### src/rtl/cpu_pkg.sv
// Shared CPU definitions: default datapath widths and the fetch sequencer state type.
package cpu_pkg;

   localparam int DEF_ADDR_W = 16;
   localparam int DEF_INST_W = 16;
   localparam int DEF_CNT_W  = 16;

   typedef enum logic [2:0] {
      IDLE,
      FETCH,
      DRAIN,
      REDIR,
      VALID
   } fetch_state_t;

endpackage

### src/rtl/if_fetch_ctrl.sv
// Fetch-stage sequencer: runs the instruction-memory handshake, owns PC advance and
// branch redirects, and buffers one instruction for the decode stage.
module if_fetch_ctrl
   import cpu_pkg::*;
#(
   parameter int ADDR_W = DEF_ADDR_W,
   parameter int INST_W = DEF_INST_W,
   parameter int CNT_W  = DEF_CNT_W
) (
   input  logic              clk,
   input  logic              rst,
   input  logic [ADDR_W-1:0] pc_addr,
   output logic              pc_en,
   output logic              br_taken,
   output logic [ADDR_W-1:0] br_addr,
   input  logic              ex_branch_req,
   input  logic [ADDR_W-1:0] ex_branch_addr,
   output logic              imem_req,
   output logic [ADDR_W-1:0] imem_addr,
   input  logic              imem_ack,
   input  logic [INST_W-1:0] imem_rdata,
   output logic              id_valid,
   output logic [INST_W-1:0] id_inst,
   output logic [ADDR_W-1:0] id_pc,
   input  logic              id_ready,
   input  logic              stall,
   output logic [CNT_W-1:0]  fetch_cnt
);

   fetch_state_t      state;
   fetch_state_t      next_state;
   logic [ADDR_W-1:0] target;
   logic [ADDR_W-1:0] target_next;
   logic              id_fire;

   assign id_fire     = id_valid & id_ready & ~stall;
   // The most recent redirect always wins, including one arriving while draining.
   assign target_next = ex_branch_req ? ex_branch_addr : target;
   assign imem_addr   = pc_addr;

   always_ff @(posedge clk or negedge rst) begin
      if (!rst) begin
         state <= IDLE;
      end else begin
         state <= next_state;
      end
   end

   always_comb begin
      next_state = state;
      case (state)
         IDLE:    next_state = ex_branch_req ? REDIR : FETCH;
         FETCH: begin
            if (imem_ack) begin
               next_state = ex_branch_req ? REDIR : VALID;
            end else if (ex_branch_req) begin
               next_state = DRAIN;
            end
         end
         DRAIN:   next_state = imem_ack ? REDIR : DRAIN;
         REDIR:   next_state = ex_branch_req ? REDIR : FETCH;
         VALID: begin
            if (ex_branch_req) begin
               next_state = REDIR;
            end else if (id_fire) begin
               next_state = FETCH;
            end
         end
         default: next_state = IDLE;
      endcase
   end

   // PC may only move on the acknowledged cycle of an undisturbed fetch.
   always_comb begin
      imem_req = (state == FETCH) || (state == DRAIN);
      pc_en    = (state == FETCH) && imem_ack && !ex_branch_req;
   end

   always_ff @(posedge clk or negedge rst) begin
      if (!rst) begin
         target    <= '0;
         br_taken  <= 1'b0;
         br_addr   <= '0;
         id_valid  <= 1'b0;
         id_inst   <= '0;
         id_pc     <= '0;
         fetch_cnt <= '0;
      end else begin
         target   <= target_next;
         br_taken <= (next_state == REDIR);
         if (next_state == REDIR) begin
            br_addr <= target_next;
         end
         if (pc_en) begin
            id_valid <= 1'b1;
            id_inst  <= imem_rdata;
            id_pc    <= pc_addr;
         end else if (id_fire || ex_branch_req) begin
            id_valid <= 1'b0;
         end
         if (id_fire) begin
            fetch_cnt <= fetch_cnt + CNT_W'(1);
         end
      end
   end

endmodule
### config.mk
export PLATFORM = sky130hd
export DESIGN_NAME = if_fetch_ctrl
export DESIGN_NICKNAME = d
export VERILOG_FILES = /design/src/rtl/cpu_pkg.sv /design/src/rtl/if_fetch_ctrl.sv
export SDC_FILE = /design/constraint.sdc
export NUM_CORES = 1
export LEC_CHECK = 0
export BUFFER_PORTS_ARGS = -buffer_cell sky130_fd_sc_hd__buf_2
export CAP_MARGIN = 0
export CORE_MARGIN = 1
export CORE_UTILIZATION = 50
export CTS_BUF_LIST = sky130_fd_sc_hd__clkbuf_8
export DETAILED_ROUTE_END_ITERATION = 12
export PLACE_DENSITY = 0.82
export REMOVE_ABC_BUFFERS = 1
export SLEW_MARGIN = 20
export SYNTH_ARGS = -nofsm -noshare
export SYNTH_HDL_FRONTEND = slang
export SYNTH_SLANG_ARGS = --single-unit
### constraint.sdc
create_clock -name clk -period 2.09 [get_ports clk]
set_input_delay 0 -clock clk [delete_from_list [all_inputs] [get_ports clk]]
set_output_delay 0 -clock clk [all_outputs]
set_load 0.005 [all_outputs]
# Yosys cells after proc, flatten, opt, wreduce, memory -nomap -nowiden
# Cells that the tools add are included.
[totals] reg_bits=85 input_bits=54 out_inout_bits=84 word_cells=36
[classes] add_sub_neg=1 eq_ne=5 mux=11 bitwise_logic=3 reduce_logical=8
[ops] operator="$add A16 B1 Y16 const B" n=1
[ops] operator="$mux W16" n=1
[ops] operator="$mux W3" n=5
[ops] operator="$pmux W3 S4" n=1
[ops] operator="$eq A3 B2 Y1 const B" n=3
[ops] operator="$eq A3 B1 Y1 const B" n=1
[ops] operator="$eq A3 B3 Y1 const B" n=1
[ops] operator="$logic_not A3 Y1" n=1
[ops] operator="$mux W1" n=3
[ops] operator="$and A1 B1 Y1" n=2
[ops] operator="$logic_and A1 B1 Y1" n=2
[ops] operator="$logic_or A1 B1 Y1" n=2
[ops] operator="$mux W2" n=1
[ops] operator="$reduce_bool A2 Y1" n=1
[ops] operator="$reduce_or A2 Y1" n=1
[ops] operator="$logic_not A1 Y1" n=1
[ops] operator="$not A1 Y1" n=1

# Longest topological paths before layout
[depth] depth_word=6 ltp_mapped=6 ltp_nobuf=5

# Worst setup path before layout
# OpenSTA, ideal clock, no wires.
[synth_path] path_type="register -> register" startpoint="reg state[1]" endpoint="reg br_addr[0]" setup_ns=0.125 t_arrival_ns=1.393 required_time_ns=1.965 slack_ns=0.572 path_stages_with_launch=7 path_buffers=2 period_less_slack_ns=1.518 path_cell_list="dfrtp_1 buf_6 nor2b_4 a21oi_2 o22ai_4 buf_6 mux2_4"
[synth_via] elab_chain_cells=4 word_cells_on_any_way=12 cone_classes="5 x eq/ne; 5 x mux; 2 x reduce/logical"
[synth_lines] item="start: declaration" line_no="if_fetch_ctrl.sv:30" source="fetch_state_t state;"
[synth_lines] item="start signal: assignment" line_no="if_fetch_ctrl.sv:45" source="state <= next_state;"
[synth_lines] item="$eq A3 B2 Y1 (tied with other cells)" line_no="if_fetch_ctrl.sv:51" source="case (state)"
[synth_lines] item="$reduce_or A2 Y1 (no source line) (tied with other cells)"
[synth_lines] item="$pmux W3 S4 *" line_no="if_fetch_ctrl.sv:51"
[synth_lines] item="$eq A3 B2 Y1 *" line_no="if_fetch_ctrl.sv:91" source="if (next_state == REDIR) begin"
[synth_lines] item="end signal: assignment" line_no="if_fetch_ctrl.sv:92" source="br_addr <= target_next;"
[synth_lines] item="end: declaration" line_no="if_fetch_ctrl.sv:15" source="output logic [ADDR_W-1:0] br_addr,"
# Every way passes the cells marked *; elsewhere a longest branch is shown, timed or not.
# A chain may end at the register's enable or synchronous reset.

# Worst setup path in the final report
[layout_path] startpoint="reg state[1]" endpoint="reg br_addr[4]"
# The elaborated chain is that of the path after synthesis.

==> metrics.md <==
| Metric | Value |
|---|---|
| Run status | finished, final reports clean |
| Total global routing track utilization | between 20% and 30% |
| Worst hold stages | 3 |
| Portion of the post-synthesis area used by sequential elements | between 50% and 60% |
| Number of global-route vias before repair | approximately 2600 |
| Number of DRC markers in iteration 0 | approximately 120 |
| CTS Buf Count | 9 |
| DP Wirelength | ~4.6 mm |
| Worst path required time | 2320 ps |
| Endpoint type of the worst setup path | flop |
| Launch point of the worst reg-to-reg path | state[1]$_DFF_PN0_ |
| Final design instance area without fill | ~4900 µm² |
| Number of standard cells after synthesis | between 200 and 250 |
| Number of rows in the core area | 30 |
| Initial cell density of the core | 52.12% |
| Post-CTS Setup Inserts | 0 |
| Internal Dissipation | between 3 and 4 mW |
| Power per unit of standard cell area | around 1100 nW/µm² |
| Clock buffer depth | 2 |
| Final critical-path required period | 1689 ps |
| Cell count of the worst reg-to-reg path | 4 |
| Leakage power total | 2.443 nW |
| Power, Total | around 5.3 mW |
| Final Hold Fails | 0 |
| Cell-by-cell listing of the critical path | a21oi_1 -> o22ai_4 -> buf_4 -> mux2_2 |
| Area share of the largest cell type after synthesis | approximately 60% |
| Number of different library cells in the post-synthesis netlist | 29 |
| Type of the tightest min-delay check | in2reg |
| Nets | around 480 |
| Average instance area after synthesis | 14.53 µm² |
| Leading area contributor after synthesis | sky130_fd_sc_hd__dfrtp_1 |
| CP arrival | around 1900 ps |
| Maximum number of pins on one net before global-route repair | 49 |
| Critical-path top delay cell | sky130_fd_sc_hd__dfrtp_1 |
| Final worst clock skew | 10.92 ps |
| Worst ir drop on vdd | 0.6445 mV |
| Grt ovf | 0 |
| WP buf/inv | 1 |
| Clock tree root buffer cell | sky130_fd_sc_hd__clkbuf_8 |
| Remaining number of nets flagged by the antenna check after routing | 0 |
| Net switching share of the total power | between 20% and 30% |
| Final-layout setup total negative slack | 0 ps |
| Clock sink count | 85 |
| Count of antenna diodes in the layout | 0 |
| Peak Freq | just under 600 MHz |
| Total length of routed wires | roughly 7.6 mm |
| Via count | roughly 2500 |
| H-tree levels | 3 |
| Horizontal die dimension | roughly 86 µm |
| Unrepaired setup endpoints after global routing | no |
| Ratio of cells with drive above 1 in the final layout | 53.74% |
| Via count normalized by instance count | 4.700 |
| Reg2reg end | br_addr[4]$_DFFE_PN0N_ |
| Ranking of synthesized cells by area | sky130_fd_sc_hd__dfrtp_1 (60%), sky130_fd_sc_hd__mux2_2 (18%), sky130_fd_sc_hd__buf_4 (3.8%), sky130_fd_sc_hd__mux2_4 (3.8%), sky130_fd_sc_hd__xnor2_1 (2.5%) |
| Worst hold start | ex_branch_req |
| Worst hold endpoint | id_valid$_DFFE_PN0P_ |
| Mapped Area | 3561 µm² |
| Final routed wire length divided by cell count | about 14 µm |
| Flop pwr share | between 40% and 50% |
| Floorplan die area | approximately 7500 µm² |
| Total cell area at the placement stage | 4228 µm² |
| Clock share of power | a little over a fifth |
| Count of pins over their slew limit | 0 |
| Max-capacitance violation count | 0 |
| Worst slew margin relative to its limit | around three fifths |
| Setup Viol. Count Final | 0 |
| I/O pin total | around 140 |
| DIE HEIGHT | around 86 µm |
| Drc violations | 0 |
| Worst-Margin Slew | between 500 and 600 ps |
| Portion of total power attributed to combinational logic | between 30 and 40% |
| Share of the cycle needed by the critical path after routing | between 80% and 90% |
| Crit Path Max Fanout | 17 |
| Placer congestion estimate | ~0.78 |
| Number of warnings reported in the yosys synthesis log | 0 |
| Critical Setup Path Class | reg2reg |
| Global-route wire length before repair | between 10 and 15 mm |
| Worst reg2reg setup slack | ~400 ps |
| Router iterations before antenna repair | 4 |
| CTS tree | done |
| Area grow syn2layout | 38.12% |
| Number of synthesized register bits | 85 |
| Clock-pin slew of the registers on the worst-case setup and hold paths | ~80 ps |
| Count of buffers from port buffering | approximately 140 |
| Switching power summed over all nets | roughly 1.5 mW |
| Antenna violations before repair | 0 |
| Critical Path Source Type | flop |
| Clock latency on the worst-skew pair | 340 ps |
| Longest individual stage delay on the worst path | between 500 and 600 ps |
| CP top delay family | flip-flops |
| Placeable core area | approximately 6800 µm² |
-- synth_stat cells --
cell type / instances
sky130_fd_sc_hd__nand4_1: 2
sky130_fd_sc_hd__nand3_2: 1
sky130_fd_sc_hd__a21oi_2: 1
sky130_fd_sc_hd__nand3b_1: 3
sky130_fd_sc_hd__mux2_4: 9
sky130_fd_sc_hd__nor4_2: 1
sky130_fd_sc_hd__ha_1: 1
sky130_fd_sc_hd__a21oi_1: 3
sky130_fd_sc_hd__nor3_1: 3
sky130_fd_sc_hd__nor2_1: 8
sky130_fd_sc_hd__clkbuf_8: 1
sky130_fd_sc_hd__buf_2: 2
sky130_fd_sc_hd__buf_4: 18
sky130_fd_sc_hd__dfrtp_1: 85
sky130_fd_sc_hd__nor4_1: 1
sky130_fd_sc_hd__xnor2_1: 10
sky130_fd_sc_hd__xor2_1: 6
sky130_fd_sc_hd__buf_6: 4
sky130_fd_sc_hd__nor2_4: 1
sky130_fd_sc_hd__and2_1: 2
sky130_fd_sc_hd__nand2_1: 10
sky130_fd_sc_hd__o21ai_0: 2
sky130_fd_sc_hd__o22ai_4: 1
sky130_fd_sc_hd__nor2b_4: 2
sky130_fd_sc_hd__nor3b_1: 1
sky130_fd_sc_hd__and2b_1: 1
sky130_fd_sc_hd__nand3_1: 6
sky130_fd_sc_hd__mux2_2: 56
sky130_fd_sc_hd__inv_1: 4
-- repair_timing --
action / 4_1_cts / 5_1_grt
hold buffers: 50 / 0
hold endpoints to repair: 95 / 0
resized for setup: 0 / 0
-- metrics by stage --
stage	hold WS [ps]	instances	utilization, %	worst slack (ps)
floorplan	-295.6	220	-	432.1
global route	13.81	524	72.00	226.5
CTS	2.880	524	72.00	391.2
detailed placement	50.61	458	61.89	413.6
finish	15.87	524	72.00	401.0
global placement	42.18	458	61.89	460.0
-- state kept, by name (all words and copies together) (netlist names) --
name,count
br_addr,16
id_valid,1
id_pc,16
fetch_cnt,16
id_inst,16
state,3
target,16
br_taken,1
-- cells in the final DEF, fill, tap and decap left out --
| cell | instances |
|---|---|
| sky130_fd_sc_hd__nand3_2 | 1 |
| sky130_fd_sc_hd__nor3_1 | 3 |
| sky130_fd_sc_hd__nor4_2 | 1 |
| sky130_fd_sc_hd__bufinv_16 | 1 |
| sky130_fd_sc_hd__mux2_2 | 56 |
| sky130_fd_sc_hd__buf_12 | 2 |
| sky130_fd_sc_hd__clkinv_4 | 1 |
| sky130_fd_sc_hd__nand3b_1 | 3 |
| sky130_fd_sc_hd__nand4_1 | 2 |
| sky130_fd_sc_hd__mux2_4 | 9 |
| sky130_fd_sc_hd__buf_2 | 136 |
| sky130_fd_sc_hd__nand2_1 | 10 |
| sky130_fd_sc_hd__xor2_1 | 6 |
| sky130_fd_sc_hd__clkbuf_8 | 9 |
| sky130_fd_sc_hd__xnor2_1 | 10 |
| sky130_fd_sc_hd__a21oi_2 | 1 |
| sky130_fd_sc_hd__clkinvlp_4 | 1 |
| sky130_fd_sc_hd__nor2_1 | 8 |
| sky130_fd_sc_hd__nand3_1 | 6 |
| sky130_fd_sc_hd__inv_1 | 4 |
| sky130_fd_sc_hd__buf_4 | 4 |
| sky130_fd_sc_hd__nor2_4 | 1 |
| sky130_fd_sc_hd__nor4_1 | 1 |
| sky130_fd_sc_hd__nor3b_1 | 1 |
| sky130_fd_sc_hd__and2b_1 | 1 |
| sky130_fd_sc_hd__nor2b_4 | 2 |
| sky130_fd_sc_hd__ha_1 | 1 |
| sky130_fd_sc_hd__a21oi_1 | 3 |
| sky130_fd_sc_hd__o22ai_4 | 1 |
| sky130_fd_sc_hd__and2_1 | 2 |
| sky130_fd_sc_hd__dlygate4sd3_1 | 50 |
| sky130_fd_sc_hd__clkinv_2 | 4 |
| sky130_fd_sc_hd__o21ai_0 | 2 |
| sky130_fd_sc_hd__dfrtp_1 | 85 |
-- worst max path at each step --
stage | slack (ps) | start | cells after the start | end
after floorplan | 430 | state[1]$_DFF_PN0_ | 4 | br_addr[2]$_DFFE_PN0N_
after global placement | 460 | state[1]$_DFF_PN0_ | 4 | br_addr[7]$_DFFE_PN0N_
after detailed placement | 410 | state[1]$_DFF_PN0_ | 4 | br_addr[6]$_DFFE_PN0N_
after CTS | 390 | fetch_cnt[0]$_DFFE_PN0P_ | 5 | fetch_cnt[12]$_DFFE_PN0P_
after global routing | 230 | fetch_cnt[0]$_DFFE_PN0P_ | 5 | fetch_cnt[12]$_DFFE_PN0P_
final | 400 | state[1]$_DFF_PN0_ | 4 | br_addr[4]$_DFFE_PN0N_
-- tightest hold or removal path, delay by kind of cell --
kind | cells | cell delay (ps)
simple gates | 2 | 170
buf+inv | 1 | 140
-- metal layers --
layer,global-route usage [%],routed length [µm],vias to the layer above
met3,4.762,368,12
li1,-,-,1176
met2,37.37,3911,82
met5,0,0,-
met4,9.242,119,0
met1,26.07,3151,1193
-- kinds of logic after synthesis --
logic type                 synth area share, %
buffers and inverters                    6.149
AOI/OAI and AO/OA                        1.511
and+or+nand+nor                          6.817
DFF                                      59.73
adders and majority gates               0.3513
xor gates and xnor gates                 3.935
muxes                                    21.50
-- power by group through the flow --
stage | clock [mW] | sequential [mW] | combinational [mW]
after floorplan | 0 | 2.56 | 0.732
after global placement | 0 | 2.51 | 1.51
after detailed placement | 0 | 2.53 | 1.56
after CTS | 1.15 | 2.51 | 1.63
after global routing | 1.21 | 2.60 | 1.78
final | 1.11 | 2.52 | 1.63
-- area by class of cell --
| class | instances | area [µm²] |
|---|---|---|
| clock buffers | 9 | 123.9 |
| clock inverters | 7 | 66.31 |
| fillers | 496 | 1913 |
| inverters | 4 | 15.01 |
| multi-input cells | 131 | 1215 |
| flip-flops and latches | 85 | 2127 |
| well taps | 96 | 120.1 |
| repair buffers | 192 | 1251 |
Power figures use the tool's default switching activity.
